==> src/rtl/serial_bit_feeder_pkg.sv <==
// Shared definitions for the serial bit feeder: FSM encoding and parameter defaults.
package serial_bit_feeder_pkg;

  typedef enum logic [1:0] {
    ST_IDLE  = 2'b00,
    ST_SHIFT = 2'b01,
    ST_DONE  = 2'b10
  } state_t;

  localparam int   WIDTH_DEF      = 8;
  localparam bit   MSB_FIRST_DEF  = 1'b1;
  localparam logic IDLE_LEVEL_DEF = 1'b0;

endpackage

==> src/rtl/serial_bit_feeder_if.sv <==
// Load/ready word handshake plus serial bit stream toward the sequence detector.
interface serial_bit_feeder_if #(parameter int WIDTH = 8);
  logic [WIDTH-1:0] data_in;
  logic             load;
  logic             ready;
  logic             x_out;
  logic             x_valid;
  logic             done;

  modport master (output data_in, load, input ready, x_out, x_valid, done);
  modport slave  (input data_in, load, output ready, x_out, x_valid, done);
endinterface

==> src/rtl/serial_bit_feeder_counter.sv <==
// Loadable down-counter with terminal-count flag; holds at zero instead of wrapping.
module bit_down_counter #(
  parameter int CW = 3
) (
  input  logic          clk,
  input  logic          rst,
  input  logic          load_en,
  input  logic [CW-1:0] load_val,
  input  logic          dec_en,
  output logic [CW-1:0] cnt,
  output logic          tc
);

  always_ff @(posedge clk or negedge rst) begin
    if (!rst)                      cnt <= '0;
    else if (load_en)              cnt <= load_val;
    else if (dec_en && cnt != '0)  cnt <= cnt - 1'b1;
  end

  assign tc = (cnt == '0);

endmodule

==> src/rtl/serial_bit_feeder.sv <==
// Parallel-to-serial feeder; all outputs decode from registers so the downstream
// Mealy detector never sees a combinational path back to load/data_in.
module serial_bit_feeder
  import serial_bit_feeder_pkg::*;
#(
  parameter int   WIDTH      = WIDTH_DEF,
  parameter bit   MSB_FIRST  = MSB_FIRST_DEF,
  parameter logic IDLE_LEVEL = IDLE_LEVEL_DEF
) (
  input  logic               clk,
  input  logic               rst,
  serial_bit_feeder_if.slave bus
);

  localparam int            CW       = $clog2(WIDTH);
  localparam logic [CW-1:0] CNT_LAST = CW'(WIDTH - 1);

  state_t           state, state_nxt;
  logic [WIDTH-1:0] shreg, shreg_shift;
  logic [CW-1:0]    cnt;
  logic             tc, cap, dec;
  logic             ready_c, x_valid_c, done_c, x_out_c;

  bit_down_counter #(.CW(CW)) u_cnt (
    .clk      (clk),
    .rst      (rst),
    .load_en  (cap),
    .load_val (CNT_LAST),
    .dec_en   (dec),
    .cnt      (cnt),
    .tc       (tc)
  );

  // Zero fill keeps residual bits from leaking once the frame has drained.
  assign shreg_shift = MSB_FIRST ? {shreg[WIDTH-2:0], 1'b0} : {1'b0, shreg[WIDTH-1:1]};
  assign dec         = (state == ST_SHIFT);

  always_ff @(posedge clk or negedge rst) begin
    if (!rst) state <= ST_IDLE;
    else      state <= state_nxt;
  end

  always_ff @(posedge clk or negedge rst) begin
    if (!rst)                   shreg <= '0;
    else if (cap)               shreg <= bus.data_in;
    else if (state == ST_SHIFT) shreg <= shreg_shift;
  end

  always_comb begin
    state_nxt = state;
    cap       = 1'b0;
    ready_c   = 1'b0;
    x_valid_c = 1'b0;
    done_c    = 1'b0;
    x_out_c   = IDLE_LEVEL;
    case (state)
      ST_IDLE: begin
        ready_c = 1'b1;
        if (bus.load) begin
          cap       = 1'b1;
          state_nxt = ST_SHIFT;
        end
      end
      ST_SHIFT: begin
        x_valid_c = 1'b1;
        x_out_c   = MSB_FIRST ? shreg[WIDTH-1] : shreg[0];
        if (tc) state_nxt = ST_DONE;
      end
      ST_DONE: begin
        ready_c = 1'b1;
        done_c  = 1'b1;
        if (bus.load) begin
          cap       = 1'b1;
          state_nxt = ST_SHIFT;
        end else begin
          state_nxt = ST_IDLE;
        end
      end
      default: state_nxt = ST_IDLE;
    endcase
  end

  assign bus.ready   = ready_c;
  assign bus.x_valid = x_valid_c;
  assign bus.done    = done_c;
  assign bus.x_out   = x_out_c;

endmodule

==> src/flat_wrapper.sv <==
// flat-port wrapper written by rule: the top's interface ports become plain ports
module serial_bit_feeder_flat import serial_bit_feeder_pkg::*;
#(
  parameter int   WIDTH      = WIDTH_DEF,
  parameter bit   MSB_FIRST  = MSB_FIRST_DEF,
  parameter logic IDLE_LEVEL = IDLE_LEVEL_DEF
)
  (clk, rst, bus_data_in, bus_load, bus_ready, bus_x_out, bus_x_valid, bus_done);
  serial_bit_feeder_if #(.WIDTH(WIDTH)) bus_i ();
  input  logic clk;
  input  logic rst;
  input wire logic [$bits(bus_i.data_in)-1:0] bus_data_in;
  input wire logic [$bits(bus_i.load)-1:0] bus_load;
  output wire logic [$bits(bus_i.ready)-1:0] bus_ready;
  output wire logic [$bits(bus_i.x_out)-1:0] bus_x_out;
  output wire logic [$bits(bus_i.x_valid)-1:0] bus_x_valid;
  output wire logic [$bits(bus_i.done)-1:0] bus_done;
  assign bus_i.data_in = bus_data_in;
  assign bus_i.load = bus_load;
  assign bus_ready = bus_i.ready;
  assign bus_x_out = bus_i.x_out;
  assign bus_x_valid = bus_i.x_valid;
  assign bus_done = bus_i.done;
  serial_bit_feeder #(.WIDTH(WIDTH), .MSB_FIRST(MSB_FIRST), .IDLE_LEVEL(IDLE_LEVEL)) u_core (.clk(clk), .rst(rst), .bus(bus_i));
endmodule
==> config.mk <==
export PLATFORM = sky130hd
export DESIGN_NAME = serial_bit_feeder_flat
export DESIGN_NICKNAME = d
export VERILOG_FILES = /design/src/rtl/serial_bit_feeder_pkg.sv /design/src/rtl/serial_bit_feeder_if.sv /design/src/rtl/serial_bit_feeder_counter.sv /design/src/rtl/serial_bit_feeder.sv /design/src/flat_wrapper.sv
export SDC_FILE = /design/constraint.sdc
export NUM_CORES = 1
export LEC_CHECK = 0
export BUFFER_PORTS_ARGS = -buffer_cell sky130_fd_sc_hd__buf_2
export CORE_ASPECT_RATIO = 0.75
export CORE_UTILIZATION = 38
export CTS_BUF_LIST = sky130_fd_sc_hd__clkbuf_2 sky130_fd_sc_hd__clkbuf_4 sky130_fd_sc_hd__clkbuf_8
export DETAILED_ROUTE_END_ITERATION = 10
export MAX_ROUTING_LAYER = met4
export PLACE_DENSITY = 0.68
export SLEW_MARGIN = 0
export SYNTH_ARGS = -nofsm -noshare
export SYNTH_HDL_FRONTEND = slang
export SYNTH_SLANG_ARGS = --single-unit
==> constraint.sdc <==
create_clock -name clk -period 2.55 [get_ports clk]
set_clock_uncertainty 0.1 [all_clocks]
set_input_delay 0.255 -clock clk [delete_from_list [all_inputs] [get_ports clk]]
set_output_delay 0.255 -clock clk [all_outputs]
set_load 0.02 [all_outputs]
## Yosys cells after proc, flatten, opt, wreduce, memory -nomap -nowiden

Cells that the tools add are included.

- Register bits: 13
- Input bits: 11
- Output and inout port bits: 4
- Logic and storage cells: 30

- Add/subtract/negate cells: 1
- Eq/ne operators: 4
- Muxes and demuxes: 14
- Reductions and logical operators: 8

Operators with widths:

| kind | number |
|---|---|
| $mux W8 | 2 |
| $mux W1 | 7 |
| $mux W3 | 2 |
| $pmux W2 S3 | 1 |
| $mux W2 | 2 |
| $reduce_bool A2 Y1 | 2 |
| $logic_not A3 Y1 | 1 |
| $reduce_bool A3 Y1 | 1 |
| $sub A3 B1 Y3 const B | 1 |
| $eq A2 B1 Y1 const B | 1 |
| $eq A2 B2 Y1 const B | 1 |
| $logic_not A2 Y1 | 1 |
| $ne A2 B1 Y1 const B | 1 |
| $ne A2 B2 Y1 const B | 1 |
| $reduce_and A2 Y1 | 1 |
| $reduce_or A2 Y1 | 1 |
| $logic_and A1 B1 Y1 | 1 |

## Longest topological paths before layout

Gate-level depths: netlist (run 1).

- Depth in word-level cells: 4
- Gate-level depth with buffers: 6
- Gate-level depth less buffers: 6

## Cells and area by module

From an unflattened synthesis (run 1), not the netlist that was laid out.

- Cells, all modules: 65
- Area, all modules: 783.3 um^2

By module, submodules not included:

| module | times used | cells an instance | area an instance (um^2) | seq. area each (um^2) |
|---|---|---|---|---|
| serial_bit_feeder | 1 | 46 | 575.6 | 250.2 |
| bit_down_counter | 1 | 19 | 207.7 | 75.1 |

## Worst setup path after synthesis (run 1)

Ideal clock, no wire load.

- Kind: register -> register
- Start: register u_core.u_cnt.cnt[0]
- End: register u_core.u_cnt.cnt[2]
- Setup time: 0.073 ns
- Data arrival time: 1.237 ns
- Required time: 2.377 ns
- Setup slack: 1.140 ns
- Cell stages (with the launch flop): 6
- Path buffers: 0
- Clock period less this slack: 1.410 ns
- Path through: dfrtp_1 > inv_1 > ha_1 > ha_1 > o311a_1 > a21oi_2

- Word-level cells in the longest chain between the ends: 3

RTL lines:

| item | RTL line | text |
|---|---|---|
| from (decl) | serial_bit_feeder_counter.sv:10 | `output logic [CW-1:0] cnt,` |
| from (signal assigned) | serial_bit_feeder_counter.sv:16 | `else if (load_en) cnt <= load_val;` |
| from (signal assigned) | serial_bit_feeder_counter.sv:17 | `else if (dec_en && cnt != '0) cnt <= cnt - 1'b1;` |
| $sub A3 B1 Y3 / $reduce_bool A3 Y1 (equally long branches) | serial_bit_feeder_counter.sv:17 |  |
| $mux W3 / $logic_and A1 B1 Y1 (equally long branches) | serial_bit_feeder_counter.sv:17 |  |
| $mux W3 / $reduce_bool A2 Y1 (equally long branches) | -- |  |

Parallel ways exist; a longest one is shown, timed or not. The select of a mux whose other input is x is not followed.
A chain may end at the register's enable or synchronous reset.

## Final worst setup path (run 1)

- Start: register u_core.state[0]
- End: output bus_x_out

- Word-level cells in the longest chain between the ends: 2

RTL lines:

| item | RTL line | text |
|---|---|---|
| from (decl) | serial_bit_feeder.sv:18 | `state_t state, state_nxt;` |
| from (signal assigned) | serial_bit_feeder.sv:40 | `else state <= state_nxt;` |
| $eq A2 B1 Y1 | serial_bit_feeder.sv:56 | `case (state)` |
| $mux W1 | serial_bit_feeder.sv:56 |  |
| to (decl) | flat_wrapper.sv:15 | `output wire logic [$bits(bus_i.x_out)-1:0] bus_x_out;` |

Every way passes these cells.

==> results.ini, run 1 <==
[route]
avgViaCountPerCell = 4.692
drc = 0
wire_per_inst_um = 11.24
drt_pass1_iterations = 4
routed_wl_mm = 1.169
ant_nets = 0
top_layer_used = met4
vias = 488
wl_met2_um = 453
wl_met3_um = 64
drt-initial-drc-count = 3
wl_met1_um = 643

[clock_network]
htree_levels = 1
cts.repair.resized = 0
postCtsSetupBuffers = 0
clock-sinks = 13
cts_buffer_depth = 2
clk_latency_ns = 0.27
cts-root-buf = clkbuf_4
cts_hold_buf = 1
clkTransAtPathRegs_ns = 0.07
cts_tree = built
cts_buffers = 3

[global_routing]
track_usage = 0.1510
grt_max_degree = 21
antenna_found_initial = 0
grt_pass1_wl_mm = 1.987
overflow = 0
first_global_vias = 471

[finish]
layout.nets = 97
antenna_cells = 0
area_growth_pct = 14.96
fin_cells = 104
fin_area_um2 = 798.3
num-fill-cells = 159
post-route-util = 0.5016
layout-drive-gt1-share = 0.2530

[sta]
worst_pin_slew_ns = 0.5897
setup_violations = 0
rsz0062_at_grt = no
finalHoldViolCount = 0
timing.final.crit_period_ns = 1.887
setup_tns_ns = 0
period_share = 0.7400
slew_violations = 0
max-slew-margin-rel = 0.6068
fmax_ghz = 0.5300

[worst_setup_path]
r2r_cells = 3
path_class = reg -> out
slowest_stage = dfrtp_1
max_stage_delay_ns = 0.72
r2r_start = u_core.state[0]$_DFFE_PN0P_
crit_chain = and2b_4 -> and2_1 -> buf_2
worstPathRequired_ns = 2.19
start_kind = register
setup.worst_path.start = u_core.state[0]$_DFFE_PN0P_
crit_path_end_kind = primary output
arrival_ns = 1.53
critPathMaxFanout = 20

[yosys]
ys_ff_latch = 13
async_flop_share = 1.000
yosysSeqAreaShare = 0.4685
syn_nets = 81
synth.avg_cell_area_um2 = 10.21
synth.distinct_cells = 22
synth_edf_count = 0
synth_cells = 68
yosys_warnings = 0
synthesis.area_um2 = 694.4
synthFlopType = dfrtp_1

[power_and_ir_drop]
vdd_drop_max_uv = 652.8
p_sw_uw = 335.9
switching_share = 0.3763
p_int_uw = 556.7
combPwrFrac = 0.410
cellLeakagePower_uw = 0.0003713
p_per_area_mw_per_mm2 = 1118
clkPwrFrac = 0.149
p_total_uw = 892.6
seqPwrFrac = 0.441

[outcome]
status = complete, no violations

[floorplanning]
ios = 15
die_y_um = 39.02
core-area_mm2 = 0.001592
initial_utilization = 0.4363
die_w_um = 51.36
dieArea_mm2 = 0.002004
row_count = 12

[min_path]
hp-start = bus_data_in[0]
hold_path_depth = 3
hp-class = in -> reg

[placed_design]
io_buffers = 14
place.gp.congestion = 0.7159
postPlaceCellArea_um2 = 758.2
hpwlAfterDp_um = 857.4
dpl.cell_count = 99

[run]
maxCapViolCount = 0

## power groups by stage
stage                     clock (uW)  sequential [uW]  combinational (uW)
final                            133              393                 366
after global placement             0              395                 361
after detailed placement           0              396                 370
after global routing             151              409                 421
after floorplan                    0              340                 354
after CTS                        141              392                 373
## worst paths after layout
| kind | endpoint | slack [ns] |
|---|---|---|
| max | bus_x_out | 0.66 |
| min | u_core.shreg[0]$_DFFE_PN0P_ | 0.09 |
| min reg2reg | u_core.u_cnt.cnt[1]$_DFFE_PN0P_ | 0.40 |
| min in group asynchronous | u_core.shreg[1]$_DFFE_PN0P_ | 0.29 |
| max in group asynchronous | u_core.shreg[3]$_DFFE_PN0P_ | 1.83 |
| max reg2reg | u_core.u_cnt.cnt[1]$_DFFE_PN0P_ | 0.98 |
## per-stage QoR
stage / worst slack [ns] / hold WS, ns
4_1_cts: 0.6453 / 0.08255
3_5_place_dp: 0.9671 / 0.05712
5_1_grt: 0.5500 / 0.1007
3_3_place_gp: 0.9934 / 0.05626
6_report: 0.6631 / 0.09211
2_1_floorplan: 1.140 / -0.1406
## cells in the mapped netlist (2+ instances only)
cell type	n	area (um^2)
nand3_1	2	10.01
a22oi_1	2	15.01
nor2b_1	6	37.54
a21oi_1	6	30.03
o21ai_0	4	20.02
o21a_1	2	15.01
buf_6	2	22.52
mux2i_1	5	50.05
and2_1	2	12.51
dfrtp_1	13	325.3
a211oi_1	5	37.54
buf_2	2	10.01
inv_1	7	26.28
ha_1	2	25.02
## area by class of cell
cell class / instances / area [um^2] / share of cell area
multi-input combinational: 44 / 310.3 / 0.3887
sequential: 13 / 325.3 / 0.4075
inverter: 7 / 26.28 / 0.03292
clock buffer: 4 / 30.03 / 0.03762
tap: 21 / 26.28 / 0.03292
timing repair buffer: 15 / 80.08 / 0.1003
## flip-flops by register name, summed over array words and instances (netlist names)
name              count
u_core.shreg          8
u_core.u_cnt.cnt      3
u_core.state          2
## cells in the final DEF (no fill, tap or decap)
| cell | n |
|---|---|
| buf_2 | 14 |
| dfrtp_1 | 13 |
| inv_1 | 7 |
| nor2b_1 | 6 |
| a21oi_1 | 6 |
| mux2i_1 | 5 |
| a211oi_1 | 5 |
| o21ai_0 | 4 |
| clkbuf_4 | 4 |
| and2_1 | 2 |
| a22oi_1 | 2 |
| nand3_1 | 2 |
| o21a_1 | 2 |
| ha_1 | 2 |
| and2b_4 | 1 |
| nor2_1 | 1 |
| and2b_1 | 1 |
| nand2_1 | 1 |
| nor2_2 | 1 |
| a21o_1 | 1 |
| o311a_1 | 1 |
| a21oi_2 | 1 |
| dlygate4sd3_1 | 1 |
## worst max-delay path: cells and delay by family, from the launching register on
family	cells	cell delay, ns
buffers and inverters	1	0.15
flip-flops	1	0.72
AND/OR/NAND/NOR	2	0.39
## metal layers
metal,GRT usage,up-vias
met5,-,-
met1,0.1855,213
met2,0.2143,10
li1,-,263
met3,0.07059,2
met4,0.06081,0
## cell families (layout without fill, tap and decap cells)
| family | count (synthesis) | count (layout) | share of synthesized area |
|---|---|---|---|
| AND/OR/NAND/NOR | 15 | 15 | 0.1315 |
| flip-flops | 13 | 13 | 0.4685 |
| adder cells (fa/ha/maj) | 2 | 2 | 0.03603 |
| buffers and inverters | 11 | 26 | 0.08469 |
| multiplexers | 5 | 5 | 0.07207 |
| AO/OA/AOI/OAI | 22 | 22 | 0.2072 |
Power figures use the tool's default switching activity.
==> inputs of run 2 (changes only) <==
--- a/config.mk
+++ b/config.mk
@@ -5,13 +5,14 @@
 export SDC_FILE = /design/constraint.sdc
 export NUM_CORES = 1
 export LEC_CHECK = 0
+export ABC_AREA = 1
 export BUFFER_PORTS_ARGS = -buffer_cell sky130_fd_sc_hd__buf_2
 export CORE_ASPECT_RATIO = 0.75
 export CORE_UTILIZATION = 38
 export CTS_BUF_LIST = sky130_fd_sc_hd__clkbuf_2 sky130_fd_sc_hd__clkbuf_4 sky130_fd_sc_hd__clkbuf_8
 export DETAILED_ROUTE_END_ITERATION = 10
 export MAX_ROUTING_LAYER = met4
-export PLACE_DENSITY = 0.68
+export PLACE_DENSITY = 0.7
 export SLEW_MARGIN = 0
 export SYNTH_ARGS = -nofsm -noshare
 export SYNTH_HDL_FRONTEND = slang
==> constraint.sdc (replaced) <==
create_clock -name clk -period 1.55 [get_ports clk]
set_clock_uncertainty 0.1 [all_clocks]
set_input_delay 0.155 -clock clk [delete_from_list [all_inputs] [get_ports clk]]
set_output_delay 0.155 -clock clk [all_outputs]
set_load 0.02 [all_outputs]
==> results.ini, run 2 <==
[outcome]
status = complete, no violations

[finish]
largest_registers = u_core.shreg: 8 flops, u_core.u_cnt.cnt: 3 flops, u_core.state: 2 flops
antenna_cells = 0  ; unchanged
fin_cells = 136  ; +31%
layout.nets = 128  ; +32%
top_register = u_core.shreg
layout_commonest_cell = nand2_1
largest_register_ffs = 8  ; unchanged
area_growth_pct = 19.51
layout-drive-gt1-share = 0.2544  ; +0.001374
layout_common_cells = nand2_1 (33), inv_1 (17), nand3_1 (15)

[placed_design]
dpl.cell_count = 130  ; +31%
hpwlAfterDp_mm = 1.009  ; +18%
io_buffers = 14  ; unchanged
place.gp.congestion = 0.8221  ; +15%

[yosys]
synth_edf_count = 0  ; unchanged
synth.avg_cell_area_um2 = 7.494  ; -27%
yosysSeqAreaShare = 0.4569  ; -0.01153
synth_area_leaders = dfrtp_1 (46%), nand2_1 (17%), nand3_1 (11%)
ys_ff_latch = 13  ; unchanged
synth.distinct_cells = 11  ; -50%
yosys_warnings = 0  ; unchanged
synth_largest_area_cell = dfrtp_1
synth_top_cell_area_share = 0.4569  ; -0.01153
synth_cells = 95  ; +40%
synthFlopType = dfrtp_1
yosys-top-cells-count = nand2_1 (33), inv_1 (18), nand3_1 (16), dfrtp_1 (13), nor2_1 (4)
syn_nets = 108  ; +33%
synthesis.area_um2 = 711.9  ; +2.5%
yosysMostFrequentCell = nand2_1
async_flop_share = 1.000  ; unchanged

[sta]
timing.final.crit_period_ns = 1.440
worst_pin_slew_ns = 0.2980  ; -0.2917 ns
rsz0062_at_grt = no
max-slew-margin-rel = 0.8013  ; +0.1945
period_share = 0.9290
slew_violations = 0  ; unchanged
setup_violations = 0  ; unchanged
setup_tns_ns = 0  ; unchanged
finalHoldViolCount = 0  ; unchanged
fmax_ghz = 0.6945

[global_routing]
track_usage = 0.1586  ; +0.007656
grt_pass1_wl_mm = 2.104  ; +5.9%
first_global_vias = 472  ; +0.21%
overflow = 0  ; unchanged
antenna_found_initial = 0  ; unchanged
grt_max_degree = 14  ; -33%

[floorplanning]
die_y_um = 39.49  ; +1.2%
core-area_mm2 = 0.001740  ; +9.4%
initial_utilization = 0.4091  ; -0.02726
row_count = 13  ; +1
die_w_um = 51.98  ; +1.2%
ios = 15  ; unchanged
dieArea_mm2 = 0.002052  ; +2.4%

[clock_network]
cts_tree = built
htree_levels = 1  ; unchanged
cts_buffer_depth = 2  ; unchanged
clkTransAtPathRegs_ns = 0.07  ; about the same
cts_buffers = 3  ; unchanged
clk_latency_ns = 0.28  ; about the same
cts-root-buf = clkbuf_4
postCtsSetupBuffers = 0  ; unchanged
clock-sinks = 13  ; unchanged

[worst_setup_path]
critPathMaxFanout = 8  ; -60%
r2r_start = u_core.u_cnt.cnt[0]$_DFFE_PN0P_
setup.worst_path.start = u_core.state[0]$_DFFE_PN0P_
crit_chain = inv_4 -> nor2_2 -> buf_2
max_stage_delay_ns = 0.47  ; -0.25 ns
worstPathRequired_ns = 1.29  ; -0.90 ns
critical_path_buf_inv_count = 2  ; +1
crit_cells = 3  ; unchanged
start_kind = register
cpLargestDelayFamily = flip-flops
rrSetupSlack_ns = 0.12  ; -0.86 ns
arrival_ns = 1.18  ; -0.35 ns
r2r_cells = 7  ; +4
crit_path_end_kind = primary output
slowest_stage = dfrtp_2
worst_r2r_endpoint = u_core.u_cnt.cnt[0]$_DFFE_PN0P_
endpoint = bus_x_valid
path_class = reg -> out

[route]
avgViaCountPerCell = 4.625  ; -1.4%
drt_pass1_iterations = 4  ; unchanged
ant_nets = 0  ; unchanged
drt-initial-drc-count = 23  ; +20
wire_per_inst_um = 10.10  ; -10%
routed_wl_mm = 1.374  ; +18%
drc = 0  ; unchanged
vias = 629  ; +29%

[power_and_ir_drop]
vdd_drop_max_uv = 916.9  ; +40%
p_per_area_mw_per_mm2 = 2013  ; +80%
cellLeakagePower_uw = 0.0005190  ; +40%
p_total_uw = 1713  ; +92%

[run]
maxCapViolCount = 0  ; unchanged

[min_path]
hp-class = in -> reg

-- run 2: layout make-up --
type,count,area [um^2]
Multi-Input combinational cell,61,296.5
Clock buffer,4,30.03
Fill cell,179,889.6
Timing Repair Buffer,16,90.09
Inverter,20,80.08
Tap cell,22,27.53
Sequential cell,13,326.6
-- run 2: kinds of logic after synthesis --
kind of cell	after synthesis	share of synthesized area
adder cells (fa/ha/maj)	2	0.03514
AND/OR/NAND/NOR	59	0.3743
buffers and inverters	21	0.1336
flip-flops	13	0.4569
-- run 2: worst min path at each step --
stage	start	to	slack, ns	depth (start not counted)
detailed placement	rst	u_core.u_cnt.cnt[2]$_DFFE_PN0P_	-0.04	1
floorplan	rst	u_core.shreg[0]$_DFFE_PN0P_	-0.24	0
finish	bus_data_in[1]	u_core.shreg[1]$_DFFE_PN0P_	0.05	5
CTS	bus_data_in[1]	u_core.shreg[1]$_DFFE_PN0P_	0.04	5
global placement	rst	u_core.u_cnt.cnt[2]$_DFFE_PN0P_	-0.04	1
global route	bus_data_in[2]	u_core.shreg[2]$_DFFE_PN0P_	0.09	5
-- run 2: metal layers --
layer	global-route usage	vias up	share of wire
met1	0.2222	280	0.51
met3	0.08140	0	0.076
met4	0.04054	0	0
met5	-	-	0
li1	-	324	-
met2	0.1923	25	0.42
-- run 2: where the power goes --
part / switching [uW] / internal [uW]
Sequential: 110 / 507
Clock: 114 / 117
Combinational: 562 / 303
-- run 2: what timing repair did --
item,in CTS,in global routing
setup endpoints to repair,0,4
endpoints found under the hold margin,14,0
hold buffers,2,0
gates resized for setup,0,3
-- run 2: worst reg2reg max path: stages, from the launching register on --
cell and delay, ns:
dfrtp_1 0.35, inv_1 0.06, ha_1 0.20, ha_1 0.18, inv_1 0.11, nand3_2 0.15, nand2_1 0.10, nand3_1 0.07
-- run 2: metrics by stage --
stage          setup WS [ns]  cell area (um^2)    util  hold WS, ns
6_report              0.1101             850.8  0.4889      0.04919
3_5_place_dp         0.08041             794.5  0.4565     -0.03544
2_1_floorplan         0.2181             711.9       -      -0.2406
4_1_cts              0.04039             844.6  0.4853      0.03989
3_3_place_gp          0.1665             794.5  0.4565     -0.03906
5_1_grt             0.002560             850.8  0.4889      0.08738
==> inputs of run 3 (changes only) <==
--- a/config.mk
+++ b/config.mk
@@ -12,7 +12,7 @@
 export CTS_BUF_LIST = sky130_fd_sc_hd__clkbuf_2 sky130_fd_sc_hd__clkbuf_4 sky130_fd_sc_hd__clkbuf_8
 export DETAILED_ROUTE_END_ITERATION = 10
 export MAX_ROUTING_LAYER = met4
-export PLACE_DENSITY = 0.7
+export PLACE_DENSITY = 0.66
 export SLEW_MARGIN = 0
 export SYNTH_ARGS = -nofsm -noshare
 export SYNTH_HDL_FRONTEND = slang
==> results.ini, run 3 (synthesis results as in run 2) <==
[outcome]
status = complete, no violations

[clock_network]
cts_tree = built
clock-sinks = 13  ; unchanged
htree_levels = 1  ; unchanged
cts_buffers = 3  ; unchanged
cts-root-buf = clkbuf_4
clk_latency_ns = 0.28  ; about the same
clkTransAtPathRegs_ns = 0.09  ; +0.02 ns
cts_buffer_depth = 2  ; unchanged
postCtsSetupBuffers = 0  ; unchanged

[finish]
layout_commonest_cell = nand2_1
top_register = u_core.shreg
largest_register_ffs = 8  ; unchanged
fin_cells = 136  ; unchanged
layout_common_cells = nand2_1 (33), inv_1 (18), nand3_1 (15)
largest_registers = u_core.shreg: 8 flops, u_core.u_cnt.cnt: 3 flops, u_core.state: 2 flops
area_growth_pct = 19.16
layout.nets = 128  ; unchanged
num-fill-cells = 175  ; -2.2%
post-route-util = 0.4874  ; -0.001438
layout-drive-gt1-share = 0.2456  ; -0.008772
antenna_cells = 0  ; unchanged

[route]
ant_nets = 0  ; unchanged
avgViaCountPerCell = 4.529  ; -2.1%
vias = 616  ; -2.1%
wire_per_inst_um = 10.56  ; +4.5%
routed_wl_mm = 1.436  ; +4.5%
drt-initial-drc-count = 1  ; -96%
drt_pass1_iterations = 4  ; unchanged
drc = 0  ; unchanged

[sta]
fmax_ghz = 0.6724  ; -3.2%
setup_tns_ns = 0  ; unchanged
finalHoldViolCount = 0  ; unchanged
max-slew-margin-rel = 0.8010  ; about the same
setup_violations = 0  ; unchanged
fin_hold_ws_ns = 0.04246  ; -0.006729 ns
slew_violations = 0  ; unchanged
period_share = 0.9594  ; +0.03047
rsz0062_at_grt = no
timing.final.crit_period_ns = 1.487  ; +0.04723 ns
worst_pin_slew_ns = 0.2986  ; +0.0005265 ns

[floorplanning]
die_y_um = 39.49  ; unchanged
initial_utilization = 0.4091  ; unchanged
dieArea_mm2 = 0.002052  ; unchanged
ios = 15  ; unchanged
die_w_um = 51.98  ; unchanged
row_count = 13  ; unchanged
core-area_mm2 = 0.001740  ; unchanged

[power_and_ir_drop]
vdd_drop_max_uv = 863.7  ; -5.8%
p_per_area_mw_per_mm2 = 2007  ; -0.30%
cellLeakagePower_uw = 0.0005182  ; -0.17%
p_total_uw = 1703  ; -0.59%

[global_routing]
first_global_vias = 480  ; +1.7%
overflow = 0  ; unchanged
grt_pass1_wl_mm = 2.187  ; +3.9%
track_usage = 0.1633  ; +0.004686
grt_max_degree = 14  ; unchanged
antenna_found_initial = 0  ; unchanged

[worst_setup_path]
arrival_ns = 1.23  ; +0.05 ns
max_stage_delay_ns = 0.40  ; -0.07 ns
path_class = reg -> out
crit_chain = inv_1 -> nand2_1 -> nor2_1 -> buf_2
start_kind = register
slowest_stage = dfrtp_1
rrSetupSlack_ns = 0.14  ; +0.02 ns
crit_path_end_kind = primary output
critPathMaxFanout = 5  ; -3
worstPathRequired_ns = 1.29  ; about the same

[placed_design]
hpwlAfterDp_mm = 1.027  ; +1.8%
dpl.cell_count = 130  ; unchanged
io_buffers = 14  ; unchanged
place.gp.congestion = 0.7503  ; -8.7%

[run]
maxCapViolCount = 0  ; unchanged

[min_path]
hp-class = in -> reg

[run 3: cell types whose count changed in the layout (fill, tap and decap cells not counted), sizes merged]
| cell | before | now |
|---|---|---|
| clkinv | 0 | 1 |
| clkbuf | 4 | 3 |
[run 3: worst paths after layout]
path	startpoint	endpoint	cells after the start
setup / recovery	u_core.state[1]$_DFFE_PN0P_	bus_x_out	4
hold / removal	bus_data_in[2]	u_core.shreg[2]$_DFFE_PN0P_	5
setup reg to reg	u_core.u_cnt.cnt[0]$_DFFE_PN0P_	u_core.u_cnt.cnt[0]$_DFFE_PN0P_	7
hold reg to reg	u_core.shreg[5]$_DFFE_PN0P_	u_core.shreg[5]$_DFFE_PN0P_	2
max in group asynchronous	rst	u_core.state[0]$_DFFE_PN0P_	2
min in group asynchronous	rst	u_core.u_cnt.cnt[1]$_DFFE_PN0P_	2
[run 3: area by class of cell]
class / count / area [um^2] / share of cell area
tap: 22 / 27.53 / 0.03245
sequential: 13 / 326.6 / 0.3850
clock buffer: 3 / 22.52 / 0.02655
inverter: 20 / 80.08 / 0.09440
clock inverter: 1 / 5.005 / 0.005900
multi-input combinational: 61 / 296.5 / 0.3496
timing repair buffer: 16 / 90.09 / 0.1062
[run 3: critical path, delay by kind of cell (launching register included)]
family | cells | cell delay [ns]
simple gates | 2 | 0.23
flops | 1 | 0.40
buf+inv | 2 | 0.33
[run 3: timing repair]
item	CTS	global route
gates resized for setup	0	2
hold buffers	2	0
hold endpoints to repair	14	0
setup endpoints to repair	0	5
[run 3: report_power, final]
group / switching, uW / leakage (uW) / internal, uW / total (uW)
Clock: 116 / 0.0000177 / 95.7 / 212
Combinational: 568 / 0.000342 / 306 / 873
Sequential: 111 / 0.000159 / 507 / 618
Total: 795 / 0.000518 / 908 / 1700
[run 3: through the flow]
stage	worst slack [ns]	area (um^2)
after floorplan	0.2181	711.9
after global placement	0.1591	794.5
after detailed placement	0.1195	794.5
after CTS	0.02166	842.1
after global routing	0.007443	848.3
final	0.06290	848.3
[run 3: metal layers]
metal  track usage  vias to the layer above  wire, um
met3       0.08527                        2        84
met4       0.02027                        0         8
li1              -                      323         -
met1        0.1897                      277       658
met5             -                        -         0
met2        0.2596                       14       685
